<file path="src/rtl/iser_fco_align_ctrl_pkg.sv">
// +----------------------------------------------------------------------------+
// | iser_pkg: shared types and constants for the FCO frame-alignment slice.     |
// | Revision: 1.0                                                               |
// +----------------------------------------------------------------------------+
`default_nettype none

package iser_pkg;

  typedef enum logic [1:0] {
    IDLE   = 2'd0,
    SEARCH = 2'd1,
    VERIFY = 2'd2,
    LOCKED = 2'd3
  } align_state_t;

  localparam int FRAME_NIBS_16B = 4;
  localparam int FRAME_NIBS_12B = 3;

  localparam logic [1:0] FCO_EDGE_POS0 = 2'b11;
  localparam logic [1:0] FCO_EDGE_POS1 = 2'b01;
  localparam logic [1:0] FCO_LOW       = 2'b00;

  // Last nibble index of a frame for the selected sample width.
  function automatic logic [1:0] frame_last(input logic sel_num_bits);
    return sel_num_bits ? 2'(FRAME_NIBS_12B - 1) : 2'(FRAME_NIBS_16B - 1);
  endfunction

endpackage

`default_nettype wire

</file>
<file path="src/rtl/iser_fco_align_ctrl_if.sv">
// +----------------------------------------------------------------------------+
// | iser_fco_align_ctrl_if: control/status bundle of the FCO alignment block.   |
// | Optional align_err_cnt present with ISER_FCO_ALIGN_ERR_CNT_EN.              |
// | Revision: 1.0                                                               |
// +----------------------------------------------------------------------------+
`default_nettype none

interface iser_fco_align_ctrl_if
`ifdef ISER_FCO_ALIGN_ERR_CNT_EN
  #(parameter int ERR_W = 16)
`endif
  ;

  logic       enable;
  logic       sel_num_bits;
  logic [1:0] fco_nib;
  logic       fco_strobe;
  logic       fco_position;
  logic       locked;
  logic [1:0] align_state;

`ifdef ISER_FCO_ALIGN_ERR_CNT_EN
  logic [ERR_W-1:0] align_err_cnt;

  modport master (
    output enable, sel_num_bits, fco_nib,
    input  fco_strobe, fco_position, locked, align_state, align_err_cnt
  );

  modport slave (
    input  enable, sel_num_bits, fco_nib,
    output fco_strobe, fco_position, locked, align_state, align_err_cnt
  );
`else
  modport master (
    output enable, sel_num_bits, fco_nib,
    input  fco_strobe, fco_position, locked, align_state
  );

  modport slave (
    input  enable, sel_num_bits, fco_nib,
    output fco_strobe, fco_position, locked, align_state
  );
`endif

endinterface

`default_nettype wire

</file>
<file path="src/rtl/iser_fco_edge_det.sv">
// +----------------------------------------------------------------------------+
// | iser_fco_edge_det: two-stage FCO sample pipeline and rising-edge decode.    |
// | Revision: 1.0                                                               |
// +----------------------------------------------------------------------------+
`default_nettype none

module iser_fco_edge_det
  import iser_pkg::*;
(
  input  logic       clk,
  input  logic       rst_n,
  input  logic [1:0] fco_nib,
  output logic       fco_edge,
  output logic       fco_pos
);

  logic [1:0] cur_q, cur_d;
  logic [1:0] prev_q, prev_d;

  always_comb begin
    cur_d  = fco_nib;
    prev_d = cur_q;
  end

  always_ff @(posedge clk or negedge rst_n) begin
    if (!rst_n) begin
      cur_q  <= 2'b00;
      prev_q <= 2'b00;
    end else begin
      cur_q  <= cur_d;
      prev_q <= prev_d;
    end
  end

  // A full low pair must precede the rise; bit[1] high means the edge sits on the boundary.
  always_comb begin
    fco_edge = 1'b0;
    fco_pos  = 1'b0;
    if (prev_q == FCO_LOW) begin
      if (cur_q == FCO_EDGE_POS0) begin
        fco_edge = 1'b1;
      end else if (cur_q == FCO_EDGE_POS1) begin
        fco_edge = 1'b1;
        fco_pos  = 1'b1;
      end
    end
  end

endmodule

`default_nettype wire

</file>
<file path="src/rtl/iser_fco_align_ctrl.sv">
// +----------------------------------------------------------------------------+
// | iser_fco_align_ctrl: FCO frame-boundary search, lock qualification and      |
// | strobe flywheel. Optional error counter: ISER_FCO_ALIGN_ERR_CNT_EN.         |
// | Revision: 1.0                                                               |
// +----------------------------------------------------------------------------+
`default_nettype none

module iser_fco_align_ctrl
  import iser_pkg::*;
#(
  parameter int LOCK_CNT = 8,
  parameter int LOSS_CNT = 4
`ifdef ISER_FCO_ALIGN_ERR_CNT_EN
  ,
  parameter int ERR_W    = 16
`endif
) (
  input  logic                  data_clk,
  input  logic                  rst_n,
  iser_fco_align_ctrl_if.slave  bus
);

  localparam int MATCH_W = $clog2(LOCK_CNT + 1);
  localparam int MISS_W  = $clog2(LOSS_CNT + 1);

  logic fco_edge;
  logic fco_pos;

  iser_fco_edge_det u_edge_det (
    .clk      (data_clk),
    .rst_n    (rst_n),
    .fco_nib  (bus.fco_nib),
    .fco_edge (fco_edge),
    .fco_pos  (fco_pos)
  );

  align_state_t         state_q, state_d;
  logic [1:0]           nib_cnt_q, nib_cnt_d;
  logic [MATCH_W-1:0]   match_cnt_q, match_cnt_d;
  logic [MISS_W-1:0]    miss_cnt_q, miss_cnt_d;
  logic                 fco_position_q, fco_position_d;
  logic                 fco_strobe_q, fco_strobe_d;
  logic                 locked_q, locked_d;
  logic                 sel_q, sel_d;

  logic       nib_zero;
  logic [1:0] nib_next;
  logic       frame_match;
  logic       frame_miss;
  logic       sel_change;

  assign nib_zero    = (nib_cnt_q == 2'd0);
  assign nib_next    = (nib_cnt_q >= frame_last(bus.sel_num_bits)) ? 2'd0 : nib_cnt_q + 2'd1;
  assign frame_match = fco_edge && (fco_pos == fco_position_q);
  // An edge away from the expected slot is as bad as a missing one.
  assign frame_miss  = nib_zero ? !frame_match : fco_edge;
  assign sel_change  = (bus.sel_num_bits != sel_q);

  always_comb begin
    state_d        = state_q;
    nib_cnt_d      = nib_cnt_q;
    match_cnt_d    = match_cnt_q;
    miss_cnt_d     = miss_cnt_q;
    fco_position_d = fco_position_q;
    fco_strobe_d   = 1'b0;
    sel_d          = bus.sel_num_bits;

    if (!bus.enable) begin
      state_d        = IDLE;
      nib_cnt_d      = 2'd0;
      match_cnt_d    = '0;
      miss_cnt_d     = '0;
      fco_position_d = 1'b0;
    end else if (sel_change) begin
      state_d     = SEARCH;
      nib_cnt_d   = 2'd0;
      match_cnt_d = '0;
      miss_cnt_d  = '0;
    end else begin
      case (state_q)
        IDLE: begin
          state_d     = SEARCH;
          nib_cnt_d   = 2'd0;
          match_cnt_d = '0;
          miss_cnt_d  = '0;
        end
        SEARCH: begin
          if (fco_edge) begin
            state_d        = VERIFY;
            fco_position_d = fco_pos;
            nib_cnt_d      = 2'd1;
            match_cnt_d    = '0;
            miss_cnt_d     = '0;
          end
        end
        VERIFY: begin
          nib_cnt_d = nib_next;
          if (frame_miss) begin
            state_d     = SEARCH;
            nib_cnt_d   = 2'd0;
            match_cnt_d = '0;
          end else if (nib_zero) begin
            if (match_cnt_q == MATCH_W'(LOCK_CNT - 1)) begin
              state_d    = LOCKED;
              miss_cnt_d = '0;
            end else if (match_cnt_q != {MATCH_W{1'b1}}) begin
              match_cnt_d = match_cnt_q + MATCH_W'(1);
            end
          end
        end
        LOCKED: begin
          nib_cnt_d    = nib_next;
          fco_strobe_d = nib_zero;
          if (frame_miss) begin
            if (miss_cnt_q >= MISS_W'(LOSS_CNT - 1)) begin
              state_d      = SEARCH;
              fco_strobe_d = 1'b0;
              nib_cnt_d    = 2'd0;
              miss_cnt_d   = '0;
              match_cnt_d  = '0;
            end else begin
              miss_cnt_d = miss_cnt_q + MISS_W'(1);
            end
          end else if (nib_zero) begin
            miss_cnt_d = '0;
          end
        end
        default: state_d = IDLE;
      endcase
    end

    locked_d = (state_d == LOCKED);
  end

  always_ff @(posedge data_clk or negedge rst_n) begin
    if (!rst_n) begin
      state_q        <= IDLE;
      nib_cnt_q      <= 2'd0;
      match_cnt_q    <= '0;
      miss_cnt_q     <= '0;
      fco_position_q <= 1'b0;
      fco_strobe_q   <= 1'b0;
      locked_q       <= 1'b0;
      sel_q          <= 1'b0;
    end else begin
      state_q        <= state_d;
      nib_cnt_q      <= nib_cnt_d;
      match_cnt_q    <= match_cnt_d;
      miss_cnt_q     <= miss_cnt_d;
      fco_position_q <= fco_position_d;
      fco_strobe_q   <= fco_strobe_d;
      locked_q       <= locked_d;
      sel_q          <= sel_d;
    end
  end

  assign bus.fco_strobe   = fco_strobe_q;
  assign bus.fco_position = fco_position_q;
  assign bus.locked       = locked_q;
  assign bus.align_state  = state_q;

`ifdef ISER_FCO_ALIGN_ERR_CNT_EN
  logic [ERR_W-1:0] err_cnt_q, err_cnt_d;
  logic [1:0]       err_inc;
  logic [ERR_W:0]   err_sum;

  // Losing lock on a miss costs two: the miss itself and the drop to SEARCH.
  always_comb begin
    err_inc = 2'd0;
    if (bus.enable && (state_q == LOCKED)) begin
      err_inc = {1'b0, (frame_miss && !sel_change)} + {1'b0, (state_d == SEARCH)};
    end
    err_sum   = {1'b0, err_cnt_q} + (ERR_W + 1)'(err_inc);
    err_cnt_d = err_sum[ERR_W] ? {ERR_W{1'b1}} : err_sum[ERR_W-1:0];
    if (!bus.enable) begin
      err_cnt_d = '0;
    end
  end

  always_ff @(posedge data_clk or negedge rst_n) begin
    if (!rst_n) begin
      err_cnt_q <= '0;
    end else begin
      err_cnt_q <= err_cnt_d;
    end
  end

  assign bus.align_err_cnt = err_cnt_q;
`endif

endmodule

`default_nettype wire
</file>
<file path="src/flat_wrapper.sv">
// flat-port wrapper written by rule: the top's interface ports become plain ports
module iser_fco_align_ctrl_flat import iser_pkg::*;
#(
  parameter int LOCK_CNT = 8,
  parameter int LOSS_CNT = 4

)
  (data_clk, rst_n, bus_enable, bus_sel_num_bits, bus_fco_nib, bus_fco_strobe, bus_fco_position, bus_locked, bus_align_state);
  iser_fco_align_ctrl_if bus_i ();
  input  logic data_clk;
  input  logic rst_n;
  input wire logic [$bits(bus_i.enable)-1:0] bus_enable;
  input wire logic [$bits(bus_i.sel_num_bits)-1:0] bus_sel_num_bits;
  input wire logic [$bits(bus_i.fco_nib)-1:0] bus_fco_nib;
  output wire logic [$bits(bus_i.fco_strobe)-1:0] bus_fco_strobe;
  output wire logic [$bits(bus_i.fco_position)-1:0] bus_fco_position;
  output wire logic [$bits(bus_i.locked)-1:0] bus_locked;
  output wire logic [$bits(bus_i.align_state)-1:0] bus_align_state;
  assign bus_i.enable = bus_enable;
  assign bus_i.sel_num_bits = bus_sel_num_bits;
  assign bus_i.fco_nib = bus_fco_nib;
  assign bus_fco_strobe = bus_i.fco_strobe;
  assign bus_fco_position = bus_i.fco_position;
  assign bus_locked = bus_i.locked;
  assign bus_align_state = bus_i.align_state;
  iser_fco_align_ctrl #(.LOCK_CNT(LOCK_CNT), .LOSS_CNT(LOSS_CNT)) u_core (.data_clk(data_clk), .rst_n(rst_n), .bus(bus_i));
endmodule
</file>
<file path="config.mk">
export PLATFORM = sky130hd
export DESIGN_NAME = iser_fco_align_ctrl_flat
export DESIGN_NICKNAME = d
export VERILOG_FILES = /design/src/rtl/iser_fco_align_ctrl_pkg.sv /design/src/rtl/iser_fco_align_ctrl_if.sv /design/src/rtl/iser_fco_edge_det.sv /design/src/rtl/iser_fco_align_ctrl.sv /design/src/flat_wrapper.sv
export SDC_FILE = /design/constraint.sdc
export NUM_CORES = 1
export LEC_CHECK = 0
export ABC_AREA = 1
export BUFFER_PORTS_ARGS = -buffer_cell sky130_fd_sc_hd__buf_2
export CAP_MARGIN = 20
export CORE_MARGIN = 2
export CORE_UTILIZATION = 60
export DETAILED_ROUTE_END_ITERATION = 16
export GPL_ROUTABILITY_DRIVEN = 0
export PLACE_DENSITY = 0.9
export SETUP_SLACK_MARGIN = 0.15
export SLEW_MARGIN = 30
export SYNTH_ARGS = -nofsm -noshare
export SYNTH_HDL_FRONTEND = slang
export SYNTH_SLANG_ARGS = --single-unit
</file>
<file path="constraint.sdc">
create_clock -name data_clk -period 2.65 [get_ports data_clk]
set_input_delay 0.3975 -clock data_clk [delete_from_list [all_inputs] [get_ports data_clk]]
set_output_delay 0.3975 -clock data_clk [all_outputs]
set_load 0.1 [all_outputs]
</file>
== Word-level counts from Yosys, hierarchy flattened ==
Index checks and enable logic that the tools add are counted.
Cells by class
  add/sub/neg operators: 3
  order comparisons: 2
  eq/ne operators: 23
  multiplexer cells: 53
  reduce and logical (&&, ||, !) cells: 8
Operators by type and width (count)
  $mux 4: 9
  $mux 2: 15
  $mux 3: 9
  $ne 4x2->1 const B: 5
  $mux 1: 16
  $pmux 2 s4: 2
  $pmux 4 s4: 1
  $ne 5x2->1 const B: 3
  $pmux 3 s4: 1
  $eq 2x2->1 const B: 4
  $ne 4x4->1 const B: 2
  $logic_not 2->1: 3
  $reduce_and 6->1: 1
  $ne 5x3->1 const B: 1
  $reduce_and 5->1: 1
  $add 4x1->4 const B: 1
  $eq 2x1->1 const B: 2
  $eq 4x3->1 const B: 1
  $ne 2x1->1 const B: 2
  $add 3x1->3 const B: 1
  $ge 3x2->1 const B: 1
  $reduce_and 3->1: 1
  $add 2x1->2 const B: 1
  $ge 2x2->1: 1
  other kinds (5): 5
Word-level totals
  register bits after elaboration: 19
  input bits: 6
  logic and storage cells: 99

== Depth between registers and ports, before layout ==
  word-level depth: 13
  depth in mapped cells: 12
  mapped depth without buffers: 12

== Modules after synthesis ==
Synthesis repeated with hierarchy kept, for this count alone.
Unflattened totals
  cells, all modules: 157
  area total of the unflattened synthesis: 1151.1 um2
By module, submodules not included
  iser_fco_align_ctrl: instances 1, cells an instance 145, area each 1021.0 um2
  iser_fco_edge_det: instances 1, cells an instance 12, area each 130.1 um2

== Worst setup path before layout ==
Ideal clock, no wire load.
  kind: reg-to-reg
  from: reg u_core.state_q[1] (netlist: u_core.bus.align_state[1])
  to: reg u_core.match_cnt_q[3]
  arrival time: 1.759 ns
  data required time: 2.534 ns
  path slack: 0.774 ns
  cell stages (with the launch flop): 10
  buffers on the path: 0
  clock period less this slack: 1.876 ns
  path through: dfrtp_1 -> inv_2 -> nor2_4 -> nand2_2 -> nor2_4 -> nand3_4 -> clkinv_2 -> nor2_4 -> nand2_1 -> nand2_1
Between the ends
  longest elaborated chain between the ends: 4
  elaborated cells between the ends (all ways): 14
  classes of those cells: 9 x eq/ne; 3 x mux; 2 x reduce/logical
RTL lines
  start, declared: line iser_fco_align_ctrl.sv:37  | align_state_t state_q, state_d;
  start signal, assigned: line iser_fco_align_ctrl.sv:146  | state_q <= state_d;
  $eq 2x2->1 (tied with other cells): line iser_fco_align_ctrl.sv:80  | case (state_q)
  $pmux 4 s4: line iser_fco_align_ctrl.sv:80
  $mux 4: line iser_fco_align_ctrl.sv:74  | end else if (sel_change) begin
  $mux 4: line iser_fco_align_ctrl.sv:68  | if (!bus.enable) begin
  end signal, assigned: line iser_fco_align_ctrl.sv:148  | match_cnt_q <= match_cnt_d;
  end, declared: line iser_fco_align_ctrl.sv:39  | logic [MATCH_W-1:0] match_cnt_q, match_cnt_d;
Several ways; a longest one is shown, not always the timed one.
A chain may end at the register's enable or synchronous reset.

== Final worst setup path ==
  from: reg u_core.state_q[0] (netlist: u_core.bus.align_state[0])
  to: out bus_align_state[0]
RTL lines
  end, declared: line flat_wrapper.sv:18  | output wire logic [$bits(bus_i.align_state)-1:0] bus_align_state;
No word-level cell between the ends.

==> metrics.md <==
| Metric | Value |
|---|---|
| Worst hold margin | `-1.02 ps` |
| Status | `complete, but fails checks` |
| DIE AREA | `between 0.002 and 0.0025 sq mm` |
| CTS H-tree lvls | `1` |
| Vias in the first global route | `887` |
| CTS max path bufs | `2` |
| Pin count of the biggest net entering global routing | `20` |
| Number of synthesized register bits | `19` |
| Synth warnings | `0` |
| Num CTS Buffers | `3` |
| Final Slew Violations | `0` |
| P_int | `~0.37 mW` |
| Seq pwr share | `0.573` |
| Sw Pwr | `about 0.16 mW` |
| Max Cap Viol | `0` |
| Largest family of logic cells by synthesized area | `simple AND/OR/NAND/NOR gates` |
| Initial Util | `0.645` |
| Clk_lat worst skew | `310 ps` |
| Worst-path clk slew | `roughly 120 ps` |
| Fraction of layout cells with a size suffix above 1 | `0.204` |
| Area leader, netlist | `dfrtp_1` |
| Failing checks | `negative hold slack` |
| Post-CTS setup buffers | `0` |
| Vias after detailed routing | `992` |
| Cell Pwr Density | `425 mW/mm^2` |
| Port buffer count | `10` |
| First-pass detailed-route iteration total | `4` |
| Post-DP HPWL | `1760 um` |
| Post-Syn Instances | `between 100 and 150` |
| Synth Area in Compound Gates | `0.0389` |
| Net Sw Frac | `0.296` |
| Unrepaired setup endpoints after global routing | `no` |
| Max VDD drop | `just over 0.4 mV` |
| Clock Power Share | `0.300` |
| Post-route cell area | `between 0.001 and 0.0015 sq mm` |
| CP max stage cell | `dfrtp_1` |
| Root Buffer | `clkbuf_4` |
| DR WL/cell | `12.1 um` |
| Critical path fanouts, max | `6` |
| Die X | `about 47 um` |
| Commonest non-fill, non-tap cells in the layout | `nand2_1, inv_1, nor2_1, dfrtp_1, buf_2` |
| Most common cell after layout, fill and taps aside | `nand2_1` |
| DRC Markers | `0` |
| XOR/XNOR Fraction of Synth Area | `0.00778` |
| Die Y | `around 47 um` |
| Ports | `11` |
| Crit path time final | `1690 ps` |
| Flop-to-flop setup slack | `about 970 ps` |
| Setup crit end kind | `primary output` |
| Gr ovfl total | `0` |
| Gr usage total | `0.244` |
| CTS tree | `yes` |
| Area growth from synthesis to final layout | `9.89%` |
| Multiplexer share of the synthesized area | `0` |
| Simple-gate share of the synthesized area | `0.394` |
| Vias per cell | `approximately 5.3` |
| Adder-Cell Fraction of Synth Area | `0.0556` |
| Initial antenna violation count | `0` |
| DR iter-0 viols | `43` |
| Delay-heaviest family, CP | `flip-flops` |
| Row count | `15` |
| Pleak | `0.694 nW` |
| Synth top area share | `0.422` |
| Syn avg cell area | `7.61 sq um` |
| Worst slew pin tran | `roughly 500 ps` |
| Classification of the worst setup path | `flop to primary output` |
| Slowest stage delay, CP | `approximately 500 ps` |
| Sequential fraction of the synthesis area | `0.422` |
| Syn_nets | `between 150 and 200` |
| Synth area leaders | `dfrtp_1, nand2_1, inv_1, nor2_1, ha_1` |
| Worst EP required | `2250 ps` |
| Share of total power in combinational logic | `0.127` |
| Final period util | `0.638` |
| Syn Std Cell Area | `between 0.001 and 0.0015 sq mm` |
| First-pass GRT wire length | `3740 um` |
| Final setup viols | `0` |
| Bufs and invs on worst path | `1` |
| Clk sinks | `19` |
| Wirelength, routed | `2270 um` |
| CORE AREA | `0.00175 sq mm` |
| Data arrival, critical path | `roughly 1300 ps` |
| Slew margin rel. | `0.675` |
| Routed Antenna Nets | `0` |
| Nets | `around 170` |
| PostCTS Resize Cnt | `0` |
| Crit path launch type | `flop` |
| Fmax | `about 600 MHz` |
| Setup_tns | `0 ps` |
| Final Hold Fails | `2` |
| Critical Path, Cell by Cell | `buf_2` |
| Placed cell area | `roughly 0.0012 sq mm` |
| Number of antenna diodes | `0` |
| Layout Skew | `about 5.4 ps` |
| HP Class | `primary input to async pin` |
| Hold Buf Count CTS | `0` |
| Cell variety after synth | `21` |
[state kept, by name, indices dropped and copies added (netlist names)]
signal,cells
u_core.bus.locked,1
u_core.nib_cnt_q,2
u_core.match_cnt_q,4
u_core.u_edge_det.cur_q,2
u_core.sel_q,1
u_core.miss_cnt_q,3
u_core.bus.fco_strobe,1
u_core.bus.align_state,2
u_core.bus.fco_position,1
u_core.u_edge_det.prev_q,2
[final timing paths]
path / start / endpoint / cells past startpoint
max: u_core.bus.align_state[0] / bus_align_state[0] / 1
min: rst_n / u_core.miss_cnt_q[2] / 1
max reg2reg: u_core.miss_cnt_q[0] / u_core.match_cnt_q[1] / 12
min reg2reg: u_core.u_edge_det.cur_q[0] / u_core.u_edge_det.prev_q[0] / 0
max in group asynchronous: rst_n / u_core.miss_cnt_q[0] / 1
min in group data_clk: bus_fco_nib[1] / u_core.u_edge_det.cur_q[1] / 1
[per-layer routing]
metal | global-route usage | vias to the layer above | share of wire
met5 | 0 | - | 0
met4 | 0.0889 | 0 | 0.024
met3 | 0.0231 | 9 | 0.067
met2 | 0.405 | 42 | 0.48
met1 | 0.332 | 457 | 0.43
li1 | - | 484 | -
[cells in the mapped netlist]
cell type   n
o21ai_1     1
xnor2_1     1
nand2_4     2
a21oi_1     3
nor2_4      3
inv_1      20
clkinv_2    1
nand3_1     5
nand2_2     6
dfrtp_1    19
nand4_1     3
o21ai_0     3
nor2_1     19
nand3_4     1
nor3_1      1
nand2_1    47
nand3_2     3
ha_1        5
nor4_1      1
o41ai_1     1
inv_2       3
[cell type report]
cell class,instances,area [sq um]
Timing Repair Buffer,10,50.0
Inverter,24,91.3
Fill cell,143,508
Clock buffer,3,22.5
Multi-Input combinational cell,105,559
Clock inverter,1,7.51
Tap cell,25,31.3
Sequential cell,19,475
[power groups by stage]
stage | registers (mW) | logic, mW | clock network [mW]
6_report | 0.301 | 0.0666 | 0.158
3_5_place_dp | 0.307 | 0.0657 | 0
4_1_cts | 0.301 | 0.0662 | 0.156
2_1_floorplan | 0.316 | 0.0355 | 0
5_1_grt | 0.303 | 0.0731 | 0.172
3_3_place_gp | 0.306 | 0.0630 | 0
[metrics by stage]
stage                      util  power, mW  cells  hold WS [ps]  setup slack, ps
final                     0.709      0.526    187         -1.02              960
after global routing      0.709      0.547    187          25.1              826
after CTS                 0.709      0.523    187          18.7              966
after detailed placement  0.692      0.373    183           357             1030
after global placement    0.692      0.369    183           345             1110
after floorplan               -      0.352    148           102              774
[kinds of logic after synthesis]
group	count (synthesis)
AO/OA/AOI/OAI	8
AND/OR/NAND/NOR	91
flip-flops	19
adder cells (fa/ha/maj)	5
XOR/XNOR	1
buffers and inverters	24
No activity file was read; power rests on OpenSTA's default activity.
